### src/rtl/mips_mem_pkg.sv
// Shared types and constants for the MIPS data-store path.
// Optional feature macro used by the store buffer: STORE_BUF_COALESCE_EN.
package mips_mem_pkg;

  localparam int AW_DEF   = 32;
  localparam int DW_DEF   = 32;
  localparam int WORD_OFS = 2;

  typedef struct packed {
    logic [AW_DEF-1:0] addr;
    logic [DW_DEF-1:0] data;
  } store_entry_t;

  typedef enum logic {
    IDLE = 1'b0,
    REQ  = 1'b1
  } drain_state_t;

  function automatic logic misaligned(input logic [WORD_OFS-1:0] lsb);
    return lsb != '0;
  endfunction

endpackage

### src/rtl/mips_store_buffer_if.sv
// Write-request handshake between the store buffer (master) and data memory (slave).
interface mips_store_buffer_if #(
  parameter int AW = 32,
  parameter int DW = 32
) ();

  logic          mem_req;
  logic [AW-1:0] mem_addr;
  logic [DW-1:0] mem_wdata;
  logic          mem_ack;

  modport master (
    output mem_req,
    output mem_addr,
    output mem_wdata,
    input  mem_ack
  );

  modport slave (
    input  mem_req,
    input  mem_addr,
    input  mem_wdata,
    output mem_ack
  );

endinterface

### src/rtl/store_buf_fifo.sv
// In-order storage for buffered stores: entry array, wrapping pointers, occupancy.
// All entries are visible in parallel so the top level can do forwarding lookups.
module store_buf_fifo #(
  parameter int DEPTH = 4,
  parameter int AW    = 32,
  parameter int DW    = 32,
  localparam int PW   = $clog2(DEPTH),
  localparam int CW   = PW + 1
) (
  input  logic          clk,
  input  logic          reset,
  input  logic          push,
  input  logic [AW-1:0] push_addr,
  input  logic [DW-1:0] push_data,
  input  logic          pop,
  input  logic          ovr,
  input  logic [DW-1:0] ovr_data,
  output logic [AW-1:0] addr_q [DEPTH],
  output logic [DW-1:0] data_q [DEPTH],
  output logic [PW-1:0] head,
  output logic [PW-1:0] tail,
  output logic [CW-1:0] count,
  output logic          full,
  output logic          empty
);

  logic [PW-1:0] head_reg, tail_reg;
  logic [CW-1:0] count_reg;
  logic [PW-1:0] youngest;

  assign youngest = tail_reg - PW'(1);

  // Entry contents need no reset: validity comes solely from head/count.
  always_ff @(posedge clk) begin
    if (push) begin
      addr_q[tail_reg] <= push_addr;
      data_q[tail_reg] <= push_data;
    end else if (ovr) begin
      data_q[youngest] <= ovr_data;
    end
  end

  always_ff @(posedge clk or negedge reset) begin
    if (!reset) begin
      head_reg  <= '0;
      tail_reg  <= '0;
      count_reg <= '0;
    end else begin
      if (push) tail_reg <= tail_reg + PW'(1);
      if (pop)  head_reg <= head_reg + PW'(1);
      case ({push, pop})
        2'b10:   count_reg <= count_reg + CW'(1);
        2'b01:   count_reg <= count_reg - CW'(1);
        default: count_reg <= count_reg;
      endcase
    end
  end

  assign head  = head_reg;
  assign tail  = tail_reg;
  assign count = count_reg;
  assign full  = (count_reg == CW'(DEPTH));
  assign empty = (count_reg == '0);

endmodule

### src/rtl/mips_store_buffer.sv
// Posted-write store buffer: accepts CPU stores, forwards youngest matching data to loads,
// drains in order over a req/ack handshake. STORE_BUF_COALESCE_EN merges stores to the youngest entry.
module mips_store_buffer
  import mips_mem_pkg::*;
#(
  parameter int DEPTH = 4,
  parameter int AW    = AW_DEF,
  parameter int DW    = DW_DEF,
  localparam int PW   = $clog2(DEPTH),
  localparam int CW   = PW + 1
) (
  input  logic                clk,
  input  logic                reset,
  input  logic                cpu_we,
  input  logic [AW-1:0]       cpu_addr,
  input  logic [DW-1:0]       cpu_wdata,
  output logic                cpu_stall,
  input  logic [AW-1:0]       cpu_raddr,
  output logic                fwd_hit,
  output logic [DW-1:0]       fwd_data,
  mips_store_buffer_if.master mem,
  output logic [CW-1:0]       count,
  output logic                empty,
  output logic                full,
  output logic                align_err
);

  logic [AW-1:0] addr_q [DEPTH];
  logic [DW-1:0] data_q [DEPTH];
  logic [PW-1:0] head, tail;
  logic          push, pop, coalesce;
  logic          align_err_reg;
  logic [DEPTH-1:0] word_match;
  drain_state_t  state_reg, state_next;
  logic          unused_raddr_lsb;

  assign unused_raddr_lsb = ^cpu_raddr[WORD_OFS-1:0];

  store_buf_fifo #(
    .DEPTH (DEPTH),
    .AW    (AW),
    .DW    (DW)
  ) u_fifo (
    .clk       (clk),
    .reset     (reset),
    .push      (push),
    .push_addr (cpu_addr),
    .push_data (cpu_wdata),
    .pop       (pop),
    .ovr       (coalesce),
    .ovr_data  (cpu_wdata),
    .addr_q    (addr_q),
    .data_q    (data_q),
    .head      (head),
    .tail      (tail),
    .count     (count),
    .full      (full),
    .empty     (empty)
  );

`ifdef STORE_BUF_COALESCE_EN
  logic [PW-1:0] youngest;
  assign youngest = tail - PW'(1);
  // With a single entry under an active request, the youngest entry is the one
  // being written to memory, so its data must not change.
  assign coalesce = cpu_we && !empty
                 && (addr_q[youngest][AW-1:WORD_OFS] == cpu_addr[AW-1:WORD_OFS])
                 && !((count == CW'(1)) && mem.mem_req);
`else
  logic unused_tail;
  assign unused_tail = ^tail;
  assign coalesce    = 1'b0;
`endif

  assign push      = cpu_we && !full && !coalesce;
  assign cpu_stall = cpu_we && full && !coalesce;
  assign pop       = mem.mem_req && mem.mem_ack;

  always_ff @(posedge clk or negedge reset) begin
    if (!reset) begin
      align_err_reg <= 1'b0;
    end else if ((push || coalesce) && misaligned(cpu_addr[WORD_OFS-1:0])) begin
      align_err_reg <= 1'b1;
    end
  end
  assign align_err = align_err_reg;

  generate
    for (genvar gi = 0; gi < DEPTH; gi++) begin : g_match
      assign word_match[gi] = (addr_q[gi][AW-1:WORD_OFS] == cpu_raddr[AW-1:WORD_OFS]);
    end
  endgenerate

  // Walk entries oldest to youngest so the last valid match (youngest) wins.
  always_comb begin
    logic [PW-1:0] idx;
    fwd_hit  = 1'b0;
    fwd_data = '0;
    idx      = head;
    for (int a = 0; a < DEPTH; a++) begin
      idx = head + PW'(a);
      if ((CW'(a) < count) && word_match[idx]) begin
        fwd_hit  = 1'b1;
        fwd_data = data_q[idx];
      end
    end
  end

  always_ff @(posedge clk or negedge reset) begin
    if (!reset) state_reg <= IDLE;
    else        state_reg <= state_next;
  end

  always_comb begin
    state_next = state_reg;
    case (state_reg)
      IDLE:    if (!empty) state_next = REQ;
      REQ:     if (mem.mem_ack && (count <= CW'(1))) state_next = IDLE;
      default: state_next = IDLE;
    endcase
  end

  assign mem.mem_req   = (state_reg == REQ);
  assign mem.mem_addr  = mem.mem_req ? addr_q[head] : '0;
  assign mem.mem_wdata = mem.mem_req ? data_q[head] : '0;

endmodule

### src/flat_wrapper.sv
// flat-port wrapper written by rule: the top's interface ports become plain ports
module mips_store_buffer_flat import mips_mem_pkg::*;
#(
  parameter int DEPTH = 4,
  parameter int AW    = AW_DEF,
  parameter int DW    = DW_DEF,
  localparam int PW   = $clog2(DEPTH),
  localparam int CW   = PW + 1
)
  (clk, reset, cpu_we, cpu_addr, cpu_wdata, cpu_stall, cpu_raddr, fwd_hit, fwd_data, count, empty, full, align_err, mem_mem_req, mem_mem_addr, mem_mem_wdata, mem_mem_ack);
  mips_store_buffer_if #(.AW(AW), .DW(DW)) mem_i ();
  input  logic clk;
  input  logic reset;
  input  logic cpu_we;
  input  logic [AW-1:0] cpu_addr;
  input  logic [DW-1:0] cpu_wdata;
  output logic cpu_stall;
  input  logic [AW-1:0] cpu_raddr;
  output logic fwd_hit;
  output logic [DW-1:0] fwd_data;
  output logic [CW-1:0] count;
  output logic empty;
  output logic full;
  output logic align_err;
  output wire logic [$bits(mem_i.mem_req)-1:0] mem_mem_req;
  output wire logic [$bits(mem_i.mem_addr)-1:0] mem_mem_addr;
  output wire logic [$bits(mem_i.mem_wdata)-1:0] mem_mem_wdata;
  input wire logic [$bits(mem_i.mem_ack)-1:0] mem_mem_ack;
  assign mem_mem_req = mem_i.mem_req;
  assign mem_mem_addr = mem_i.mem_addr;
  assign mem_mem_wdata = mem_i.mem_wdata;
  assign mem_i.mem_ack = mem_mem_ack;
  mips_store_buffer #(.DEPTH(DEPTH), .AW(AW), .DW(DW)) u_core (.clk(clk), .reset(reset), .cpu_we(cpu_we), .cpu_addr(cpu_addr), .cpu_wdata(cpu_wdata), .cpu_stall(cpu_stall), .cpu_raddr(cpu_raddr), .fwd_hit(fwd_hit), .fwd_data(fwd_data), .mem(mem_i), .count(count), .empty(empty), .full(full), .align_err(align_err));
endmodule
### config.mk
export PLATFORM = sky130hd
export DESIGN_NAME = mips_store_buffer_flat
export DESIGN_NICKNAME = d
export VERILOG_FILES = /design/src/rtl/mips_mem_pkg.sv /design/src/rtl/mips_store_buffer_if.sv /design/src/rtl/store_buf_fifo.sv /design/src/rtl/mips_store_buffer.sv /design/src/flat_wrapper.sv
export SDC_FILE = /design/constraint.sdc
export NUM_CORES = 1
export LEC_CHECK = 0
export CAP_MARGIN = 5
export CORE_ASPECT_RATIO = 0.7
export CORE_MARGIN = 5
export CORE_UTILIZATION = 42
export DETAILED_ROUTE_END_ITERATION = 6
export DONT_BUFFER_PORTS = 1
export PLACE_DENSITY_LB_ADDON = 0.2
export SLEW_MARGIN = 20
export SYNTH_ARGS = -nofsm -noshare
export SYNTH_HDL_FRONTEND = slang
export SYNTH_HIERARCHICAL = 1
export SYNTH_SLANG_ARGS = --single-unit
### constraint.sdc
create_clock -name clk -period 3.3 [get_ports clk]
set_clock_uncertainty 0.1 [all_clocks]
set_input_delay 0.165 -clock clk [delete_from_list [all_inputs] [get_ports clk]]
set_output_delay 0.165 -clock clk [all_outputs]
set_load 0.02 [all_outputs]
==> impl_metrics.tcl, run 1 <==
set metrics [dict create \
    status "complete, but fails checks" \
    violations "design-rule violations, negative setup slack" \
    antenna_found_initial 1 \
    ys_ff_latch 265 \
    max_freq_ghz 0.250 \
    grtUsageTotal_pct 23.2 \
    drive_above_1_share_pct 31.4 \
    wl_per_cell_um 25.6 \
    dieHeight_um 176 \
    hpwl_mm 32.4 \
    slew_viol_final 0 \
    p_seq_share_pct 27.7 \
    cp_slowest_cell "buf_4" \
    max-cap-violations 0 \
    dieArea_um2 43700 \
    crit_type "flip-flop to primary output" \
    p_sw_share_pct 43.3 \
    postRouteAntennaNets 0 \
    critPathLaunchType "flip-flop" \
    min_period_ps 4000 \
    crit_arrival_ps 3740 \
    viasPerCell 6.21 \
    layout_setup_ws_ps -700 \
    internal_power_mw 10.7 \
    hold_path_class "input port to flip-flop" \
    grt-ovfl-total 0 \
    grt_max_degree 107 \
    ioPinCount 205 \
    syn_avg_cell_area_um2 12.0 \
    final_common_cell "edfxtp_1" \
    cts.clk_slew.worst_paths_ps 60 \
    yosysSeqAreaShare_pct 47.6 \
    numCtsBuffers 29 \
    setup_viol 33 \
    timing.final.crit_share_pct 121 \
    port_buffers 0 \
    finish.utilization_pct 52.2 \
    place.gp.congestion 0.867 \
    synth_edf_count 256 \
    r2r_slack_ps 590 \
    required_ps 3030 \
    drtIter0Drc 1259 \
    leakagePower_nw 7.20 \
    vias 13100 \
    slew_headroom_pct 35.8 \
    clockPowerShare_pct 16.4 \
    grt_pass1_wl_mm 78.8 \
    clk_latency_ps 550 \
    ys_types 52 \
    syn_area_um2 16600 \
    synth_warnings 6 \
    p_sw_mw 8.19 \
    htree_levels 1 \
    slowest_delay_ps 510 \
    crit_top_cell "buf_4" \
    final_cell_mix "edfxtp_1 (256), buf_4 (154), nor2_1 (138)" \
    cts_tree "built" \
    rsz0062_at_grt "true" \
    clock-sinks 265 \
    synthesis.nets 1486 \
    wl_mm 53.9 \
    yosys.area.top_type "edfxtp_1" \
    critical_path.max_fanout 32 \
    grt_pass1_vias 12700 \
    ir_worst_vdd_uv 787 \
    clockBufferDepth 3 \
    rows 61 \
    worst_pin_slew_ps 964 \
    postSynthCellCount 1380 \
    crit_chain "xor2_1 -> nor4_2 -> buf_4 -> nand4_1 -> buf_4 -> buf_4 -> nor3_4 -> buf_4 -> o41ai_4 -> buf_4 -> o22ai_1 -> a211oi_2 -> buf_4" \
    core_area_um2 39400 \
    areaGrowthSynthToFinish_pct 23.8 \
    start_util_pct 42.2 \
    synth_area_leaders "edfxtp_1 (46%), a32o_1 (7.7%), mux2_2 (6.5%)" \
    clock-root-buffer "clkbuf_16" \
    power_density_nw_per_um2 919 \
    yosys.area.top_type_share_pct 46.3 \
    p_comb_share_pct 55.9 \
    dieWidth_um 248 \
    hold_viol_final 0 \
    async_flop_share_pct 3.40 \
    dp_slack_ps -282 \
    synth_top_flop_cell "edfxtp_1" \
    nNetsFinal 1656 \
    drc_errors 5 \
    crit_path_end_kind "primary output" \
    dr.pass1.iters 7 \
]
logic make-up (layout without fill, tap and decap cells):
logic type	Yosys count	count (layout)	synth area share (%)
compound gates	343	343	16.6
xor+xnor	122	122	6.43
fa+ha+maj	6	6	0.497
buf+inv	139	331	4.47
flops	265	265	47.6
mux	160	160	12.8
other cells	1	3	0.0226
simple gates	344	344	11.7
synth_stat cells (2+ instances only):
master,number
a211oi_1,21
a211oi_2,11
a21o_1,5
a21oi_1,66
a221oi_1,32
a22oi_1,3
a31oi_1,32
a32o_1,128
and2_1,70
buf_1,11
buf_2,39
buf_6,21
clkbuf_1,53
dfrtp_1,9
edfxtp_1,256
ha_1,5
inv_1,12
mux2_2,96
mux2i_1,32
mux4_2,32
nand2_1,10
nand4_1,13
nor2_1,138
nor2b_1,4
nor2b_2,31
nor3_1,9
nor3b_1,32
nor4_1,25
nor4_2,2
o21ai_0,4
o221ai_1,2
o22ai_1,34
or4_1,3
xnor2_1,22
xor2_1,100
power by group through the flow:
stage | sequential, mW | clock, mW | combinational, mW
final | 5.24 | 3.10 | 10.6
after global routing | 5.32 | 3.33 | 11.3
after CTS | 5.23 | 3.17 | 10.3
after detailed placement | 5.29 | 0 | 10.1
after global placement | 5.27 | 0 | 10.0
after floorplan | 5.20 | 0 | 7.00
through the flow:
| stage | power (mW) | instances | TNS (ps) | hold WS [ps] | cell area (um2) |
|---|---|---|---|---|---|
| after floorplan | 12.2 | 1380 | 0 | -231 | 16600 |
| after global placement | 15.3 | 1958 | -3210 | -230 | 18200 |
| after detailed placement | 15.4 | 1958 | -5420 | -230 | 18200 |
| after CTS | 18.7 | 2085 | -19230 | 3.92 | 19900 |
| after global routing | 19.9 | 2108 | -24160 | 22.3 | 20600 |
| final | 18.9 | 2109 | -19690 | 36.5 | 20600 |
cell type report:
type,instances,area [um2]
repair buffers,265,2650
clock inverters,15,130
fillers,3403,18800
multi-input cells,976,8390
flip-flops and latches,265,7920
clock buffers,38,759
inverters,13,50.0
well taps,535,669
diodes,2,5.00
layer usage:
metal | track usage [%] | vias up | wire length, um | part of all wire (%)
met4 | 5.15 | 0 | 966 | 1.8
met3 | 4.80 | 68 | 4510 | 8.4
met5 | 0 | - | 0 | 0
met2 | 36.1 | 589 | 24500 | 45
li1 | - | 5816 | - | -
met1 | 33.8 | 6626 | 24000 | 44
repair_timing:
item,CTS,global route
endpoints found under the hold margin,269,0
gates resized for setup,23,68
hold buffers,67,0
gates cloned,3,6
pin swaps,11,19
endpoints found under the setup margin,43,41
setup buffers,4,16
worst paths after layout:
path                                           from                        to  cells past startpoint
min in group asynchronous                     reset     u_core/u_fifo/head[1]                      2
max                        u_core/u_fifo/addr_q[58]              fwd_data[26]                     13
min reg2reg                   u_core/u_fifo/tail[0]     u_core/u_fifo/tail[0]                      1
max in group asynchronous                     reset     u_core/u_fifo/head[0]                      2
max reg2reg                  u_core/u_fifo/count[0]  u_core/u_fifo/data_q[20]                      6
min                                          cpu_we    u_core/u_fifo/count[0]                      4
critical path: cells and delay by family (launching register included):
| family | cells | cell delay, ps |
|---|---|---|
| compound gates | 3 | 880 |
| xor+xnor | 1 | 320 |
| buf+inv | 6 | 1270 |
| flops | 1 | 400 |
| simple gates | 3 | 290 |
Power figures use the tool's default switching activity.
==> run 2: changes to the inputs <==
==> constraint.sdc (replaced) <==
create_clock -name clk -period 3.3 [get_ports clk]
set_clock_uncertainty 0.1 [all_clocks]
set_input_delay 0.66 -clock clk [delete_from_list [all_inputs] [get_ports clk]]
set_output_delay 0.66 -clock clk [all_outputs]
set_load 0.02 [all_outputs]
==> run 2 against run 1 <==
The flow finishes with violations (negative setup slack); setup slack worse by 510 ps; critical path depth did not move; non-clock buffer count down 85; sequential share of layout area grew 0.22 points; cell count down 3.9%; routed wire length grew 3.4%; final area decreased by 0.56%.
==> impl_metrics.tcl, run 2 (synthesis results as in run 1) <==
set metrics [dict create \
    status "complete, but fails checks" \
    violations "negative setup slack" \
    hold_viol_final 0 \
    crit_arrival_ps 3750 \
    dieArea_um2 43700 \
    timing.hold.ws_ps 78.6 \
    ioPinCount 205 \
    critical_path.max_fanout 7 \
    timing.final.crit_share_pct 137 \
    dieWidth_um 248 \
    finish.utilization_pct 52.0 \
    hold_path_class "input port to flip-flop" \
    port_buffers 0 \
    layout_setup_ws_ps -1210 \
    required_ps 2540 \
    clock-root-buffer "clkbuf_16" \
    drc_errors 0 \
    wl_per_cell_um 27.5 \
    place.gp.congestion 0.907 \
    grtUsageTotal_pct 24.3 \
    min_period_ps 4510 \
    hpwl_mm 33.7 \
    total_power_mw 20.2 \
    areaGrowthSynthToFinish_pct 23.1 \
    dieHeight_um 176 \
    max-cap-violations 0 \
    viasPerCell 6.36 \
    clockBufferDepth 3 \
    worst_pin_slew_ps 936 \
    leakagePower_nw 7.02 \
    vias 12900 \
    nFillCells 3403 \
    slew_viol_final 0 \
    nNetsFinal 1573 \
    grt_max_degree 116 \
    core_area_um2 39400 \
    numCtsBuffers 31 \
    grt_pass1_wl_mm 81.7 \
    cts_tree "built" \
    critPathLaunchType "flip-flop" \
    setup_viol 33 \
    grt_pass1_vias 12900 \
    start_util_pct 42.2 \
    clk_latency_ps 560 \
    crit_path_end_kind "primary output" \
    postRouteAntennaNets 0 \
    crit_type "flip-flop to primary output" \
    cts.clk_slew.worst_paths_ps 60 \
    wl_mm 55.8 \
    drtIter0Drc 1304 \
    final_common_cell "edfxtp_1" \
    tns_ps -37630 \
    drive_above_1_share_pct 33.9 \
    htree_levels 1 \
    max_freq_ghz 0.222 \
    final_cell_mix "edfxtp_1 (256), nor2_1 (138), a32o_1 (128)" \
    dr.pass1.iters 5 \
    clock-sinks 265 \
    power_density_nw_per_um2 986 \
    ir_worst_vdd_uv 544 \
    rows 61 \
    antenna_found_initial 2 \
    rsz0062_at_grt "true" \
    grt-ovfl-total 0 \
    slew_headroom_pct 37.1 \
]
==> run 2: cell types whose count changed in the layout (fill, tap and decap cells not counted), moves of 9 or more <==
cell           before  now
dlygate4sd3_1      67    1
buf_4             154  117
a211oi_4            0   31
a211oi_2           29    1
buf_6              10   22
a221oi_1           22   13
==> run 2: final timing paths <==
path / startpoint / end / cells after the start / slack (ps)
max reg2reg: u_core/u_fifo/count[0] / u_core/u_fifo/data_q[83] / 7 / 620
max: u_core/u_fifo/addr_q[126] / fwd_data[4] / 13 / -1210
min: cpu_addr[10] / u_core/u_fifo/addr_q[42] / 0 / 80
min reg2reg: u_core/u_fifo/tail[0] / u_core/u_fifo/tail[0] / 1 / 460
min in group asynchronous: reset / u_core/u_fifo/tail[1] / 1 / 390
max in group asynchronous: reset / u_core/u_fifo/head[1] / 1 / 2360
==> run 2: timing repair <==
action,4_1_cts,5_1_grt
endpoints found under the setup margin,57,46
pin swaps,17,14
resized for setup,64,56
endpoints found under the hold margin,9,0
gates cloned,4,5
hold buffers,1,0
buffers inserted,3,10
==> run 2: through the flow <==
step | cell area, um2 | std cells | setup slack (ps)
after floorplan | 17000 | 1380 | -163
final | 20500 | 2026 | -1210
after detailed placement | 18500 | 1947 | -992
after global placement | 18500 | 1947 | -1070
after CTS | 20000 | 2011 | -1130
after global routing | 20500 | 2026 | -1260
==> run 2: cell type report <==
cell class / count / area (um2) / share of cell area (%)
sequential: 265 / 7920 / 38.7
timing repair buffer: 180 / 2000 / 9.76
inverter: 13 / 50.0 / 0.245
multi-input combinational: 976 / 8810 / 43.1
antenna: 1 / 2.50 / 0.0122
tap: 535 / 669 / 3.27
clock buffer: 35 / 791 / 3.86
clock inverter: 21 / 221 / 1.08
==> run 2: worst max-delay path, cell delays in order (launching register included) <==
cell and delay (ps):
edfxtp_1 410, xnor2_1 160, buf_4 160, nand4_1 290
or4_4 660, nor4_2 150, buf_4 160, o41a_1 220
buf_6 130, nor3_4 40, buf_12 180, buf_6 120
a211oi_4 320, buf_6 170
==> run 2: per-layer routing <==
metal  routed length (um)  part of all wire (%)  vias to the layer above  GRT usage [%]
met3                 4890                   8.8                       94           5.69
met5                    8                 0.014                        -              0
met1                24400                    44                     6584           34.9
li1                     -                     -                     5624              -
met2                25100                    45                      579           38.0
met4                 1310                   2.3                        2           5.43
==> run 2: report_power, final <==
group / switching (mW) / internal, mW / total [mW]
logic: 6.86 / 4.57 / 11.4
clock network: 1.43 / 2.03 / 3.46
registers: 0.455 / 4.82 / 5.28
total: 8.74 / 11.4 / 20.2
==> run 3: changes to the inputs <==
Settings changed: PLACE_DENSITY_LB_ADDON 0.2 to 0.15.
==> run 3 against run 2 <==
The run still ends with negative setup slack left; sequential power about the same; hold slack gained 19 ps; count of clock-buffer cells in the layout is 3 lower; final area is 1.9% higher; first-iteration DRC count grew 17%; combinational power increased by 4%; highest routed layer unchanged; cell count rose by 1.7%; flip-flop and latch count did not move; via count down 0.20%; setup slack improved by 110 ps; total power rose by 1.1%; global-route usage increased by 0.19 points.
==> impl_metrics.tcl, run 3 (synthesis results as in run 1) <==
set metrics [dict create \
    drc_errors 0 \
    dieWidth_um 248 \
    max-cap-violations 0 \
    max_freq_ghz 0.227 \
    setup_viol 33 \
    slew_viol_final 0 \
    timing.final.crit_share_pct 133 \
    worst_pin_slew_ps 909 \
    drtIter0Drc 1531 \
    dieHeight_um 176 \
    clock-sinks 265 \
    leakagePower_nw 7.28 \
    clk_latency_ps 540 \
    dp_slack_ps -1260 \
    hold_path_class "input port to flip-flop" \
    nFillCells 3354 \
    ioPinCount 205 \
    finish.utilization_pct 53.0 \
    port_buffers 0 \
    p_sw_mw 8.76 \
    critPathLaunchType "flip-flop" \
    min_period_ps 4400 \
    clockBufferDepth 3 \
    vias 12900 \
    wl_per_cell_um 27.0 \
    clockPowerShare_pct 16.1 \
    crit_path_end_kind "primary output" \
    status "complete, but fails checks" \
    antenna_found_initial 1 \
    wl_mm 55.6 \
    slew_headroom_pct 39.4 \
    grtUsageTotal_pct 24.5 \
    multi_input_area_um2 8890 \
    internal_power_mw 11.6 \
    hold_viol_final 0 \
    areaGrowthSynthToFinish_pct 25.5 \
    place.gp.congestion 0.850 \
    layout_setup_ws_ps -1100 \
    viasPerCell 6.24 \
    tns_ps -34380 \
    crit_arrival_ps 3640 \
    start_util_pct 42.2 \
    regArea_um2 7920 \
    clock-root-buffer "clkbuf_16" \
    grt-ovfl-total 0 \
    p_sw_share_pct 42.9 \
    grt_pass1_wl_mm 82.1 \
    crit_type "flip-flop to primary output" \
    power_density_nw_per_um2 978 \
    cts_tree "built" \
    p_seq_share_pct 25.9 \
    drive_above_1_share_pct 35.9 \
    core_area_um2 39400 \
    final_cell_mix "edfxtp_1 (256), buf_4 (147), nor2_1 (136)" \
    dieArea_um2 43700 \
    numCtsBuffers 29 \
    grt_pass1_vias 12800 \
    required_ps 2540 \
    violations "negative setup slack" \
    rows 61 \
    nNetsFinal 1609 \
    postRouteAntennaNets 0 \
    dr.pass1.iters 6 \
    htree_levels 1 \
    cts.clk_slew.worst_paths_ps 70 \
    diodes 0 \
    hpwl_mm 33.4 \
    p_comb_share_pct 58.0 \
    grt_max_degree 118 \
    ir_worst_vdd_uv 606 \
    rsz0062_at_grt "true" \
    critical_path.max_fanout 6 \
    final_common_cell "edfxtp_1" \
    total_power_mw 20.4 \
]
-- run 3: cell types whose count changed in the layout (fill, tap and decap cells not counted), sizes merged --
cell / before / now
clkinv: 13 / 16
clkinvlp: 4 / 2
clkbuf: 40 / 35
bufbuf: 0 / 2
buf: 174 / 212
diode: 1 / 0
inv: 13 / 12
-- run 3: area by class of cell --
class	count	area share (%)
Multi-Input combinational cell	976	42.6
Sequential cell	265	38.0
Timing Repair Buffer	218	11.4
Inverter	13	0.240
Clock inverter	21	1.00
Clock buffer	32	3.53
Tap cell	535	3.21
-- run 3: per-layer routing --
layer,track usage [%],wire [um],up-vias
met5,0,13,-
met3,6.46,5480,63
met2,37.5,25000,611
li1,-,-,5686
met1,35.5,24000,6495
met4,5.20,1040,2
-- run 3: worst paths after layout --
kind / startpoint / end / slack [ps] / depth (start not counted)
hold reg to reg: u_core/u_fifo/tail[0] / u_core/u_fifo/tail[0] / 450 / 1
setup / recovery: u_core/u_fifo/addr_q[4] / fwd_data[3] / -1100 / 14
min in group asynchronous: reset / u_core/u_fifo/head[0] / 420 / 1
hold / removal: cpu_addr[5] / u_core/u_fifo/addr_q[69] / 100 / 0
max in group asynchronous: reset / u_core/u_fifo/head[1] / 2310 / 1
setup reg to reg: u_core/u_fifo/count[2] / u_core/u_fifo/count[2] / 740 / 10
-- run 3: critical path: stages, from the launching register on --
cell and delay, ps:
edfxtp_1 430, xor2_2 210, nor4_2 420, nand4_1 270
buf_4 240, nor3_1 180, buf_4 160, o41a_1 140
buf_4 130, nor3_4 40, buf_12 180, buf_12 130
buf_16 130, a211oi_4 260, buf_6 150
-- run 3: power by group through the flow --
stage                     registers, mW  clock network (mW)  logic [mW]
after floorplan                    5.20                   0        7.43
after global placement             5.31                   0        10.7
after detailed placement           5.34                   0        10.8
after CTS                          5.29                3.34        11.4
after global routing               5.36                3.49        12.5
final                              5.28                3.29        11.8
-- run 3: what timing repair did --
action / 4_1_cts / 5_1_grt
hold endpoints to repair: 9 / 0
buffers inserted: 13 / 9
endpoints found under the setup margin: 65 / 49
gates resized for setup: 85 / 51
hold buffers: 1 / 0
pin swaps: 19 / 13
gates cloned: 9 / 3
-- run 3: per-stage QoR --
stage               std cells  hold slack (ps)  instance area [um2]
finish                   2060             97.7                20900
global route             2060             73.4                20900
CTS                      2049             75.1                20500
detailed placement       1973              265                18600
global placement         1973              265                18600
floorplan                1380              264                17000
